### src/rtl/lisp_mem_pkg.sv
// Shared definitions for clients of the cons-cell memory unit: command codes,
// widths and cell field layout.
package lisp_mem_pkg;

  localparam int MEM_ADDR_W = 10;
  localparam int MEM_DATA_W = 24;
  localparam int NIL_ADDR   = 0;

  localparam int CAR_HI = 19;
  localparam int CAR_LO = 10;
  localparam int CDR_HI = 9;
  localparam int CDR_LO = 0;

  typedef enum logic [1:0] {
    GET_CAR      = 2'b00,
    GET_CDR      = 2'b01,
    GET_CONS     = 2'b10,
    GET_CONTENTS = 2'b11
  } mu_func_t;

  function automatic logic [MEM_ADDR_W-1:0] cell_car(input logic [MEM_DATA_W-1:0] w);
    return w[CAR_HI:CAR_LO];
  endfunction

  function automatic logic [MEM_ADDR_W-1:0] cell_cdr(input logic [MEM_DATA_W-1:0] w);
    return w[CDR_HI:CDR_LO];
  endfunction

endpackage

### src/rtl/mu_cmd_port.sv
// Memory-unit command sequencer: issues one command when the unit is ready,
// skips the stale-ready cycle, then reports the result.
module mu_cmd_port
  import lisp_mem_pkg::*;
#(
  parameter int ADDR_W = MEM_ADDR_W,
  parameter int DATA_W = MEM_DATA_W
) (
  input  logic              clk,
  input  logic              rst,
  input  logic              cmd_valid,
  input  mu_func_t          cmd_func,
  input  logic [ADDR_W-1:0] cmd_addr,
  output logic              resp_valid,
  output logic [ADDR_W-1:0] resp_addr,
  output logic [DATA_W-1:0] resp_data,
  output logic [1:0]        mu_func,
  output logic              mu_execute,
  output logic [ADDR_W-1:0] mu_addr0,
  input  logic              mu_is_ready,
  input  logic [ADDR_W-1:0] mu_addr_out,
  input  logic [DATA_W-1:0] mu_data_out
);

  typedef enum logic [1:0] {P_IDLE, P_ISSUE, P_SETTLE, P_WAIT} port_state_t;

  port_state_t state_q, state_d;

  always_ff @(posedge clk or posedge rst) begin
    if (rst) begin
      state_q  <= P_IDLE;
      mu_func  <= '0;
      mu_addr0 <= '0;
    end else begin
      state_q <= state_d;
      if (cmd_valid && state_q == P_IDLE) begin
        mu_func  <= cmd_func;
        mu_addr0 <= cmd_addr;
      end
    end
  end

  // Ready is still high in the cycle after the strobe, so SETTLE ignores it.
  always_comb begin
    state_d    = state_q;
    mu_execute = 1'b0;
    resp_valid = 1'b0;
    case (state_q)
      P_IDLE:   if (cmd_valid) state_d = P_ISSUE;
      P_ISSUE: begin
        if (mu_is_ready) begin
          mu_execute = 1'b1;
          state_d    = P_SETTLE;
        end
      end
      P_SETTLE: state_d = P_WAIT;
      P_WAIT: begin
        if (mu_is_ready) begin
          resp_valid = 1'b1;
          state_d    = P_IDLE;
        end
      end
      default:  state_d = P_IDLE;
    endcase
  end

  assign resp_addr = mu_addr_out;
  assign resp_data = mu_data_out;

endmodule

### src/rtl/list_walker.sv
// Walks a cons list from its root, fetching each element's contents word and
// streaming it out on a valid/ready port; aborts after MAX_LEN elements.
module list_walker
  import lisp_mem_pkg::*;
#(
  parameter int ADDR_W  = MEM_ADDR_W,
  parameter int DATA_W  = MEM_DATA_W,
  parameter int MAX_LEN = 255,
  parameter int CNT_W   = 8
) (
  input  logic              clk,
  input  logic              rst,
  input  logic              start,
  input  logic [ADDR_W-1:0] root_addr,
  output logic              busy,
  output logic              done,
  output logic              overflow,
  output logic [CNT_W-1:0]  count,
  output logic              out_valid,
  input  logic              out_ready,
  output logic [DATA_W-1:0] out_data,
  output logic [CNT_W-1:0]  out_index,
  output logic [1:0]        mu_func,
  output logic              mu_execute,
  output logic [ADDR_W-1:0] mu_addr0,
  output logic [ADDR_W-1:0] mu_addr1,
  input  logic              mu_is_ready,
  input  logic [ADDR_W-1:0] mu_addr_out,
  input  logic [DATA_W-1:0] mu_data_out
);

  typedef enum logic [2:0] {S_IDLE, S_ISSUE, S_WAIT_RESP, S_EMIT, S_FINISH} walk_state_t;

  localparam logic [CNT_W-1:0]  LAST_CNT = CNT_W'(MAX_LEN);
  localparam logic [ADDR_W-1:0] NIL      = ADDR_W'(NIL_ADDR);

  walk_state_t       state_q, state_d;
  mu_func_t          op_q, op_d;
  logic [ADDR_W-1:0] node_q, node_d, elem_q, elem_d;
  logic              busy_d, done_d, overflow_d, out_valid_d;
  logic [CNT_W-1:0]  count_d, out_index_d, count_inc;
  logic [DATA_W-1:0] out_data_d;

  logic              cmd_valid, resp_valid;
  logic [ADDR_W-1:0] cmd_addr, resp_addr;
  logic [DATA_W-1:0] resp_data;

  assign count_inc = count + 1'b1;
  assign cmd_addr  = (op_q == GET_CONTENTS) ? elem_q : node_q;
  assign mu_addr1  = '0;

  mu_cmd_port #(.ADDR_W(ADDR_W), .DATA_W(DATA_W)) u_port (
    .clk        (clk),
    .rst        (rst),
    .cmd_valid  (cmd_valid),
    .cmd_func   (op_q),
    .cmd_addr   (cmd_addr),
    .resp_valid (resp_valid),
    .resp_addr  (resp_addr),
    .resp_data  (resp_data),
    .mu_func    (mu_func),
    .mu_execute (mu_execute),
    .mu_addr0   (mu_addr0),
    .mu_is_ready(mu_is_ready),
    .mu_addr_out(mu_addr_out),
    .mu_data_out(mu_data_out)
  );

  always_ff @(posedge clk or posedge rst) begin
    if (rst) begin
      state_q   <= S_IDLE;
      op_q      <= GET_CAR;
      node_q    <= '0;
      elem_q    <= '0;
      busy      <= 1'b0;
      done      <= 1'b0;
      overflow  <= 1'b0;
      count     <= '0;
      out_valid <= 1'b0;
      out_data  <= '0;
      out_index <= '0;
    end else begin
      state_q   <= state_d;
      op_q      <= op_d;
      node_q    <= node_d;
      elem_q    <= elem_d;
      busy      <= busy_d;
      done      <= done_d;
      overflow  <= overflow_d;
      count     <= count_d;
      out_valid <= out_valid_d;
      out_data  <= out_data_d;
      out_index <= out_index_d;
    end
  end

  always_comb begin
    state_d     = state_q;
    op_d        = op_q;
    node_d      = node_q;
    elem_d      = elem_q;
    busy_d      = busy;
    done_d      = 1'b0;
    overflow_d  = overflow;
    count_d     = count;
    out_valid_d = out_valid;
    out_data_d  = out_data;
    out_index_d = out_index;
    cmd_valid   = 1'b0;
    case (state_q)
      S_IDLE: begin
        if (start) begin
          busy_d     = 1'b1;
          node_d     = root_addr;
          count_d    = '0;
          overflow_d = 1'b0;
          if (root_addr == NIL) begin
            state_d = S_FINISH;
          end else begin
            op_d    = GET_CAR;
            state_d = S_ISSUE;
          end
        end
      end
      S_ISSUE: begin
        cmd_valid = 1'b1;
        state_d   = S_WAIT_RESP;
      end
      S_WAIT_RESP: begin
        if (resp_valid) begin
          case (op_q)
            GET_CAR: begin
              elem_d  = resp_addr;
              op_d    = GET_CONTENTS;
              state_d = S_ISSUE;
            end
            GET_CONTENTS: begin
              out_data_d  = resp_data;
              out_index_d = count;
              out_valid_d = 1'b1;
              state_d     = S_EMIT;
            end
            GET_CDR: begin
              node_d = resp_addr;
              if (resp_addr == NIL) begin
                state_d = S_FINISH;
              end else begin
                op_d    = GET_CAR;
                state_d = S_ISSUE;
              end
            end
            default: state_d = S_FINISH;
          endcase
        end
      end
      S_EMIT: begin
        if (out_ready) begin
          out_valid_d = 1'b0;
          count_d     = count_inc;
          if (count_inc == LAST_CNT) begin
            overflow_d = 1'b1;
            state_d    = S_FINISH;
          end else begin
            op_d    = GET_CDR;
            state_d = S_ISSUE;
          end
        end
      end
      S_FINISH: begin
        done_d  = 1'b1;
        busy_d  = 1'b0;
        state_d = S_IDLE;
      end
      default: state_d = S_IDLE;
    endcase
  end

endmodule

### config.mk
export PLATFORM = sky130hd
export DESIGN_NAME = list_walker
export DESIGN_NICKNAME = d
export VERILOG_FILES = /design/src/rtl/lisp_mem_pkg.sv /design/src/rtl/mu_cmd_port.sv /design/src/rtl/list_walker.sv
export SDC_FILE = /design/constraint.sdc
export NUM_CORES = 1
export LEC_CHECK = 0
export BUFFER_PORTS_ARGS = -buffer_cell sky130_fd_sc_hd__buf_4
export CAP_MARGIN = 20
export CORE_ASPECT_RATIO = 1.5
export CORE_MARGIN = 3
export CORE_UTILIZATION = 51
export CTS_CLUSTER_DIAMETER = 60
export CTS_CLUSTER_SIZE = 30
export DETAILED_ROUTE_END_ITERATION = 10
export GPL_TIMING_DRIVEN = 0
export PLACE_DENSITY_LB_ADDON = 0.05
export SETUP_SLACK_MARGIN = 0.4
export SLEW_MARGIN = 20
export SYNTH_ARGS = -nofsm -noshare
export SYNTH_HDL_FRONTEND = slang
export SYNTH_SLANG_ARGS = --single-unit
### constraint.sdc
create_clock -name clk -period 3.5 [get_ports clk]
set_input_delay 0.7 -clock clk [delete_from_list [all_inputs] [get_ports clk]]
set_output_delay 0.7 -clock clk [all_outputs]
set_load 0.1 [all_outputs]
==> results.json, run 1 <==
{
  "status": "finished, final reports clean",
  "dieHeight_um": 113,
  "nFillCells": 622,
  "portBuffers": 105,
  "critPathLaunchType": "flip-flop",
  "crit_family": "buffers and inverters",
  "fp.dieW_um": 77.2,
  "max_stage_delay_ns": 0.40,
  "reg2reg_slack_ns": 1.46,
  "synthFlopType": "dfrtp_1",
  "multi_input_area_um2": 1640,
  "syn_area_um2": 3880,
  "core_area_um2": 7320,
  "clk_pin_slew_ns": 0.08,
  "cts_setup_buffers": 0,
  "grt_use_total_pct": 21.1,
  "worstMarginPinSlew_ns": 0.807,
  "grt.busiest_layer": "met2",
  "final_cell_mix": "buf_4 (115), dfrtp_1 (83), mux2_2 (35)",
  "drive_gt1_share_pct": 40.0,
  "rr_worst_depth": 6,
  "clock_path_buffers": 2,
  "antenna_found_initial": 0,
  "required_ns": 2.80,
  "reg2reg_to": "out_index[5]$_DFFE_PP0P_",
  "end_kind": "primary output",
  "syn-mean-instance-area_um2": 11.1,
  "path_cells": "inv_1, ha_1, and2_1, buf_4",
  "cts_inserted_buffers": 9,
  "maxSlewHeadroom_pct": 46.2,
  "drt-total-wl_um": 8690,
  "vdd_ir_drop_max_mv": 0.577,
  "p_per_area_nw_per_um2": 913,
  "dp_hpwl_um": 6470,
  "grt_pass1_wl_um": 14700,
  "critPathKind": "flip-flop to primary output",
  "synth_enable_flop_cells": 0,
  "leakage_nw": 2.60,
  "drt_drc_violations_left": 0,
  "post_drt_wl_per_cell_um": 15.1,
  "row_count": 38,
  "fin_worst_skew_ns": 0.0108,
  "finalSetupTns_ns": 0,
  "gp_congestion": 0.815,
  "vias_per_cell": 5.16,
  "grtUsageMet3_pct": 5.57,
  "timing.rr.start": "state_q[2]$_DFFE_PP0P_",
  "grt_max_degree": 58,
  "cts_tree": "built",
  "fin_crit_ns": 2.17,
  "detailedRoute.firstPassIterationCount": 4,
  "seq_area_um2": 2080,
  "grt_use_met1_pct": 22.8,
  "report.final.slew_viol_count": 0,
  "cts.sinks": 83,
  "antenna_left": 0,
  "arrival_ns": 1.47,
  "path_buf_inv": 2,
  "nNetsFinal": 530,
  "ys_ff_latch": 83,
  "async_flop_share_pct": 100,
  "ctsResizeCount": 0,
  "htreeDepth": 3,
  "clk-insertion-delay-late_ns": 0.35,
  "gr-usage-met2_pct": 39.2,
  "drt_iter0_markers": 108,
  "rsz0062_at_grt": "false",
  "syn2layout_area_growth_pct": 29.5,
  "pin_count": 116,
  "grt_pass1_vias": 3162,
  "yosysSeqAreaShare_pct": 53.6,
  "crit_fanout": 4,
  "finalHoldViolations": 0,
  "setup_viol": 0,
  "clock-root-buffer": "clkbuf_8",
  "hold_path.class": "primary input to asynchronous set/reset pin",
  "num_vias": 2980,
  "maxClockFrequency_mhz": 462,
  "start_util_pct": 52.9,
  "slowest_stage": "dfrtp_1",
  "antennaDiodeCount": 0,
  "die_area_um2": 8700,
  "power_mw": 4.58,
  "post-route-period-util_pct": 61.9,
  "grt.overflow.total": 0,
  "syn_inst": 348,
  "yosysUniqueCellTypes": 48,
  "yosysWarnings": 0,
  "max_cap_viol_count": 0,
  "cts_hold_buf": 0,
  "mostFrequentLayoutCell": "buf_4"
}
==> cell families after synthesis <==
kind of cell    after synthesis  synth area share [%]
simple gates                106                  12.9
flops                        83                  53.6
compound gates               58                  9.04
mux                          54                  16.2
buf+inv                      35                  4.94
fa+ha+maj                     7                  2.26
xor+xnor                      4                 0.904
other cells                   1                0.0967
==> synth_stat cells, drive strengths merged, types with 2 or more instances <==
library cell  number  share of area [%]
nand3              9                1.2
o22ai              2               0.32
a31oi             12                1.9
o41ai              2               0.45
a211oi             2               0.52
nor2b              3               0.68
mux2              44                 14
a21oi             17                2.2
inv                8               0.77
nand4              2               0.32
dfrtp             83                 54
nor2              34                3.3
o21ai             16                2.1
ha                 7                2.3
nor4               5               0.81
xnor2              2               0.45
buf               19                3.4
and2               2               0.32
nand2             35                3.5
and3               4               0.65
xor2               2               0.45
clkbuf             8               0.77
nor3               3               0.52
nand2b             3               0.48
mux2i             10                2.6
==> layout make-up <==
cell class / instances / area share, %
Sequential cell: 83 / 41.4
Multi-Input combinational cell: 239 / 32.7
Timing Repair Buffer: 106 / 16.3
Buffer: 27 / 3.22
Clock buffer: 11 / 3.02
Tap cell: 100 / 2.49
Inverter: 8 / 0.648
Clock inverter: 3 / 0.299
==> routing by layer <==
metal / up-vias / share of wire, %
met5: - / 0
met3: 10 / 5.7
met2: 87 / 56
li1: 1439 / -
met1: 1444 / 37
met4: 0 / 1.6
==> sequential cells by signal, summed over array words and instances, names as in the netlist <==
| signal | flops |
|---|---|
| busy | 1 |
| count | 8 |
| done | 1 |
| elem_q | 10 |
| node_q | 10 |
| op_q | 2 |
| out_data | 24 |
| out_index | 8 |
| out_valid | 1 |
| overflow | 1 |
| state_q | 3 |
| u_port.mu_addr0 | 10 |
| u_port.mu_func | 2 |
| u_port.state_q | 2 |
==> power by group <==
group          switching [mW]  total [mW]  internal [mW]
logic                    1.86        2.53          0.672
registers               0.195        1.45           1.26
clock network           0.316       0.601          0.285
total                    2.37        4.58           2.21
==> per-stage QoR <==
step,hold slack [ns],cells,worst slack (ns),instance area [um2],utilization (%)
after floorplan,0.479,357,0.663,3910,-
after global placement,0.461,562,-0.330,4820,65.9
after detailed placement,0.485,563,1.25,4850,66.3
after CTS,0.328,577,1.31,5020,68.6
after global routing,0.344,577,1.22,5020,68.6
final,0.327,577,1.33,5020,68.6
==> worst max-delay path by stage <==
| stage | start | to | slack (ns) | cells past startpoint |
|---|---|---|---|---|
| after floorplan | rst | busy$_DFFE_PP0P_ | 0.66 | 1 |
| after global placement | rst | u_port.mu_addr0[1]$_DFFE_PP0P_ | -0.33 | 2 |
| after detailed placement | root_addr[3] | op_q[0]$_DFFE_PP0P_ | 1.25 | 6 |
| after CTS | u_port.state_q[1]$_DFFE_PP0P_ | mu_execute | 1.31 | 4 |
| after global routing | u_port.state_q[1]$_DFFE_PP0P_ | mu_execute | 1.22 | 4 |
| final | u_port.state_q[1]$_DFFE_PP0P_ | mu_execute | 1.33 | 4 |
(Power assumes the default switching activity.)
==> inputs of run 2 (changes only) <==
Clock period 3.5 ns to 2.1 ns, I/O delays scaled along.
==> results.json, run 2 (synthesis gave the netlist of run 1 again) <==
{
  "rr_worst_depth": 6,
  "grt_use_total_pct": 21.6,
  "critPathKind": "flip-flop to flip-flop",
  "end_kind": "flip-flop",
  "num_vias": 3138,
  "core_area_um2": 7320,
  "post-route-period-util_pct": 84.2,
  "fp.dieW_um": 77.2,
  "crit_fanout": 10,
  "finalHoldViolations": 0,
  "rsz0062_at_grt": "true",
  "timing.rr.start": "state_q[2]$_DFFE_PP0P_",
  "mostFrequentLayoutCell": "buf_4",
  "path_buf_inv": 2,
  "maxClockFrequency_mhz": 566,
  "nFillCells": 548,
  "detailedRoute.firstPassIterationCount": 4,
  "grt_pass1_wl_um": 15000,
  "worstMarginPinSlew_ns": 0.616,
  "stdcell_count": 600,
  "htreeDepth": 3,
  "final_cell_mix": "buf_4 (130), dfrtp_1 (70), nor2_1 (33)",
  "crit_start": "state_q[2]$_DFFE_PP0P_",
  "antenna_left": 0,
  "seq_area_um2": 2110,
  "grt_max_degree": 33,
  "slowest_stage": "or4_4",
  "critPathLaunchType": "flip-flop",
  "hold_slack_ns": 0.142,
  "clk_pin_slew_ns": 0.08,
  "antennaDiodeCount": 0,
  "arrival_ns": 2.01,
  "hold_path.class": "primary input to asynchronous set/reset pin",
  "dp_hpwl_um": 6620,
  "crit_family": "simple AND/OR/NAND/NOR gates",
  "report.final.slew_viol_count": 0,
  "post_drt_wl_per_cell_um": 16.5,
  "fin_worst_skew_ns": 0.00477,
  "reg2reg_to": "elem_q[0]$_DFFE_PP0P_",
  "cp-endpoint": "elem_q[0]$_DFFE_PP0P_",
  "clock_path_buffers": 2,
  "vdd_ir_drop_max_mv": 0.889,
  "pin_count": 116,
  "path_cells": "buf_6, nor2b_4, nand2_4, or4_4, buf_8, mux2_4",
  "fin_crit_ns": 1.77,
  "portBuffers": 105,
  "clk-insertion-delay-late_ns": 0.35,
  "grt_pass1_vias": 3247,
  "syn2layout_area_growth_pct": 45.1,
  "worstSetupPathDepth": 6,
  "drive_gt1_share_pct": 50.6,
  "drt_iter0_markers": 127,
  "setup_viol": 0,
  "die_area_um2": 8700,
  "reg2reg_slack_ns": 0.33,
  "drt_drc_violations_left": 0,
  "dieHeight_um": 113,
  "cts.sinks": 83,
  "leakage_nw": 2.81,
  "status": "finished, final reports clean",
  "max_stage_delay_ns": 0.43,
  "start_util_pct": 52.9,
  "grt.overflow.total": 0,
  "nNetsFinal": 551,
  "regMostFlops": "out_data",
  "dp.cells": 564,
  "row_count": 38,
  "multi_input_area_um2": 1860,
  "maxSlewHeadroom_pct": 58.9,
  "cts_inserted_buffers": 9,
  "required_ns": 2.34,
  "power_mw": 8.34,
  "largest_reg_flops": 24,
  "antenna_found_initial": 0,
  "vias_per_cell": 5.23,
  "gp_congestion": 0.813,
  "cts_hold_buf": 0,
  "drt-total-wl_um": 9870,
  "max_cap_viol_count": 0,
  "clock-root-buffer": "clkbuf_8",
  "cts_tree": "built",
  "p_per_area_nw_per_um2": 1480
}
-- run 2: changes by cell type in the layout (fill, tap and decap cells not counted), sizes merged --
cell,previous run,this run
buf,125,146
clkbuf,19,24
clkinv,3,0
clkinvlp,0,1
inv,8,7
-- run 2: per-stage QoR --
stage               setup WS [ns]  instance area, um2  setup TNS [ns]  util [%]
global route                0.268                5620               0      76.8
detailed placement          0.170                4940               0      67.5
floorplan                   0.334                3990               0         -
CTS                         0.311                5280               0      72.1
finish                      0.332                5620               0      76.8
global placement          -0.0768                4900          -0.367      66.9
-- run 2: power by group --
group / internal, mW / switching (mW)
logic: 1.42 / 3.23
clock network: 0.626 / 0.548
registers: 2.12 / 0.395
-- run 2: worst min path at each step --
| stage | end | slack (ns) | depth (start not counted) |
|---|---|---|---|
| global placement | out_valid$_DFFE_PP0P_ | 0.46 | 1 |
| CTS | count[4]$_DFFE_PP0P_ | 0.16 | 2 |
| floorplan | elem_q[9]$_DFFE_PP0P_ | 0.48 | 1 |
| finish | node_q[8]$_DFFE_PP0P_ | 0.14 | 2 |
| detailed placement | out_valid$_DFFE_PP0P_ | 0.48 | 1 |
| global route | out_index[2]$_DFFE_PP0P_ | 0.17 | 2 |
-- run 2: timing repair --
action	CTS	global route
cloned	0	3
pin swaps	2	4
setup buffers	8	9
setup endpoints to repair	63	70
gates resized for setup	24	62
-- run 2: metal layers --
metal | up-vias | track usage (%) | part of all wire [%]
li1 | 1487 | - | -
met1 | 1550 | 23.5 | 38
met2 | 84 | 40.3 | 56
met3 | 17 | 3.18 | 3.5
met4 | 0 | 10.9 | 1.9
met5 | - | 0 | 0
-- run 2: area by class of cell --
type                       count  area share, %
tap                          100           2.23
multi-input combinational    239           33.2
timing repair buffer         127           18.8
clock buffer                  16           3.74
sequential                    83           37.4
buffer                        27           4.07
inverter                       8          0.601
-- run 2: worst reg2reg max path: cells and delay by family, from the launching register on --
family        cells  cell delay (ns)
flops             1             0.37
buf+inv           2             0.31
mux               1             0.31
simple gates      3             0.65
==> inputs of run 3 (changes only) <==
Settings changed: CORE_UTILIZATION 51 to 47.
Clock period 2.1 ns to 1.55 ns, I/O delays scaled along.
==> results.json, run 3 (synthesis gave the netlist of run 1 again) <==
{
  "drt_drc_violations_left": 0,
  "required_ns": 1.77,
  "mostFrequentLayoutCell": "buf_4",
  "hold_path.class": "primary input to flip-flop",
  "grt_max_degree": 35,
  "path_buf_inv": 3,
  "clkPwrFrac_pct": 15.1,
  "antennaDiodeCount": 0,
  "post-route-period-util_pct": 129,
  "clock_path_buffers": 2,
  "leakage_nw": 3.43,
  "grt_use_total_pct": 32.6,
  "failed_checks": "setup timing",
  "end_kind": "flip-flop",
  "critPathKind": "flip-flop to flip-flop",
  "maxSlewHeadroom_pct": 58.2,
  "intPower_mw": 8.15,
  "nNetsFinal": 616,
  "clk-insertion-delay-late_ns": 0.35,
  "path_cells": "buf_4, buf_6, nor3_4, nand3b_1, o21ai_2, buf_4, nor2_1, a31oi_1",
  "gp_congestion": 0.820,
  "regMostFlops": "out_data",
  "vias_per_cell": 6.27,
  "antenna_left": 0,
  "start_util_pct": 49.6,
  "critPathLaunchType": "flip-flop",
  "p_comb_share_pct": 60.4,
  "die_area_um2": 9400,
  "setup_viol": 75,
  "grt_pass1_wl_um": 22200,
  "drive_gt1_share_pct": 69.0,
  "final_cell_mix": "buf_4 (109), buf_12 (67), dfrtp_2 (54)",
  "drt-total-wl_um": 19700,
  "largest_reg_flops": 24,
  "crit_fanout": 5,
  "cts.sinks": 83,
  "p_switching_mw": 7.39,
  "p_per_area_nw_per_um2": 2080,
  "arrival_ns": 2.22,
  "crit_family": "simple AND/OR/NAND/NOR gates",
  "clock-root-buffer": "clkbuf_16",
  "clk_pin_slew_ns": 0.07,
  "wl_met3_um": 1630,
  "worstMarginPinSlew_ns": 0.610,
  "wl_met2_um": 10400,
  "status": "complete, but fails checks",
  "portBuffers": 105,
  "fp.dieW_um": 80.2,
  "final_area_um2": 7480,
  "report.final.slew_viol_count": 0,
  "fin_crit_ns": 2.00,
  "dp_hpwl_um": 6910,
  "cts_inserted_buffers": 9,
  "grt.overflow.total": 0,
  "drt-met1-wl_um": 6030,
  "fin_ws_ns": -0.451,
  "finalSetupTns_ns": -14.76,
  "rsz0062_at_grt": "true",
  "antenna_found_initial": 0,
  "syn2layout_area_growth_pct": 93.0,
  "max_cap_viol_count": 0,
  "max_stage_delay_ns": 0.39,
  "dieHeight_um": 117,
  "maxClockFrequency_mhz": 500,
  "core_area_um2": 7810,
  "power.share.switching_pct": 47.6,
  "post_drt_wl_per_cell_um": 29.6,
  "cts_tree": "built",
  "placed_area_um2": 5210,
  "drt_iter0_markers": 412,
  "finalHoldViolations": 0,
  "pin_count": 116,
  "highest_layer": "met4",
  "grt_pass1_vias": 3883,
  "htreeDepth": 3,
  "vdd_ir_drop_max_mv": 1.76,
  "reg2reg_slack_ns": -0.45,
  "num_vias": 4181,
  "final_core_util_pct": 95.8,
  "power_frac_seq_pct": 24.6,
  "slowest_stage": "dfrtp_1",
  "cpMostUsedCell": "buf_4",
  "row_count": 39,
  "power_mw": 15.5,
  "fin_worst_skew_ns": 0.0118,
  "detailedRoute.firstPassIterationCount": 5
}
[run 3: final cells by class]
cell class	count	area, um2
sequential	83	2160
clock inverter	3	65.1
buffer	27	312
multi-input combinational	239	2110
clock buffer	13	240
inverter	8	36.3
fill	164	327
timing repair buffer	192	2420
tap	102	128
[run 3: power groups by stage]
stage	clock, mW	sequential, mW	combinational [mW]
after detailed placement	0	3.48	6.02
after CTS	2.27	3.59	7.82
final	2.34	3.82	9.39
after floorplan	0	6.04	2.19
after global routing	2.43	3.83	9.63
after global placement	0	3.45	5.95
[run 3: per-layer routing]
metal  track usage, %  up-vias
met2             59.8      375
met3             7.04      139
met1             34.6     2042
met4             16.7        0
met5                0        -
li1                 -     1625
[run 3: worst register-to-register path, stage by stage (launching register included)]
cell and delay (ns):
dfrtp_1 0.39, buf_4 0.16, buf_6 0.13, nor3_4 0.26
nand3b_1 0.20, o21ai_2 0.11, buf_4 0.18, nor2_1 0.33
a31oi_1 0.11
[run 3: path summary, 6_finish.rpt]
check	startpoint	end	cells after the start
max	state_q[1]$_DFFE_PP0P_	node_q[7]$_DFFE_PP0P_	8
max in group asynchronous	rst	out_data[6]$_DFFE_PP0P_	4
min	mu_data_out[11]	out_data[11]$_DFFE_PP0P_	2
max reg2reg	state_q[1]$_DFFE_PP0P_	node_q[7]$_DFFE_PP0P_	8
min in group asynchronous	rst	elem_q[6]$_DFFE_PP0P_	3
min reg2reg	elem_q[0]$_DFFE_PP0P_	elem_q[0]$_DFFE_PP0P_	1
[run 3: through the flow]
step           setup WS, ns  instances  hold WS, ns
2_1_floorplan        -0.213        357        0.392
3_3_place_gp         -0.524        564        0.467
3_5_place_dp         -0.446        566        0.365
4_1_cts              -0.230        629        0.182
5_1_grt              -0.482        667        0.184
6_report             -0.451        667        0.192
[run 3: what timing repair did]
item / 4_1_cts / 5_1_grt
pin swaps: 16 / 18
setup endpoints to repair: 137 / 206
cloned: 8 / 1
hold buffers: 1 / 0
hold endpoints to repair: 13 / 0
buffers inserted: 38 / 37
resized for setup: 233 / 53
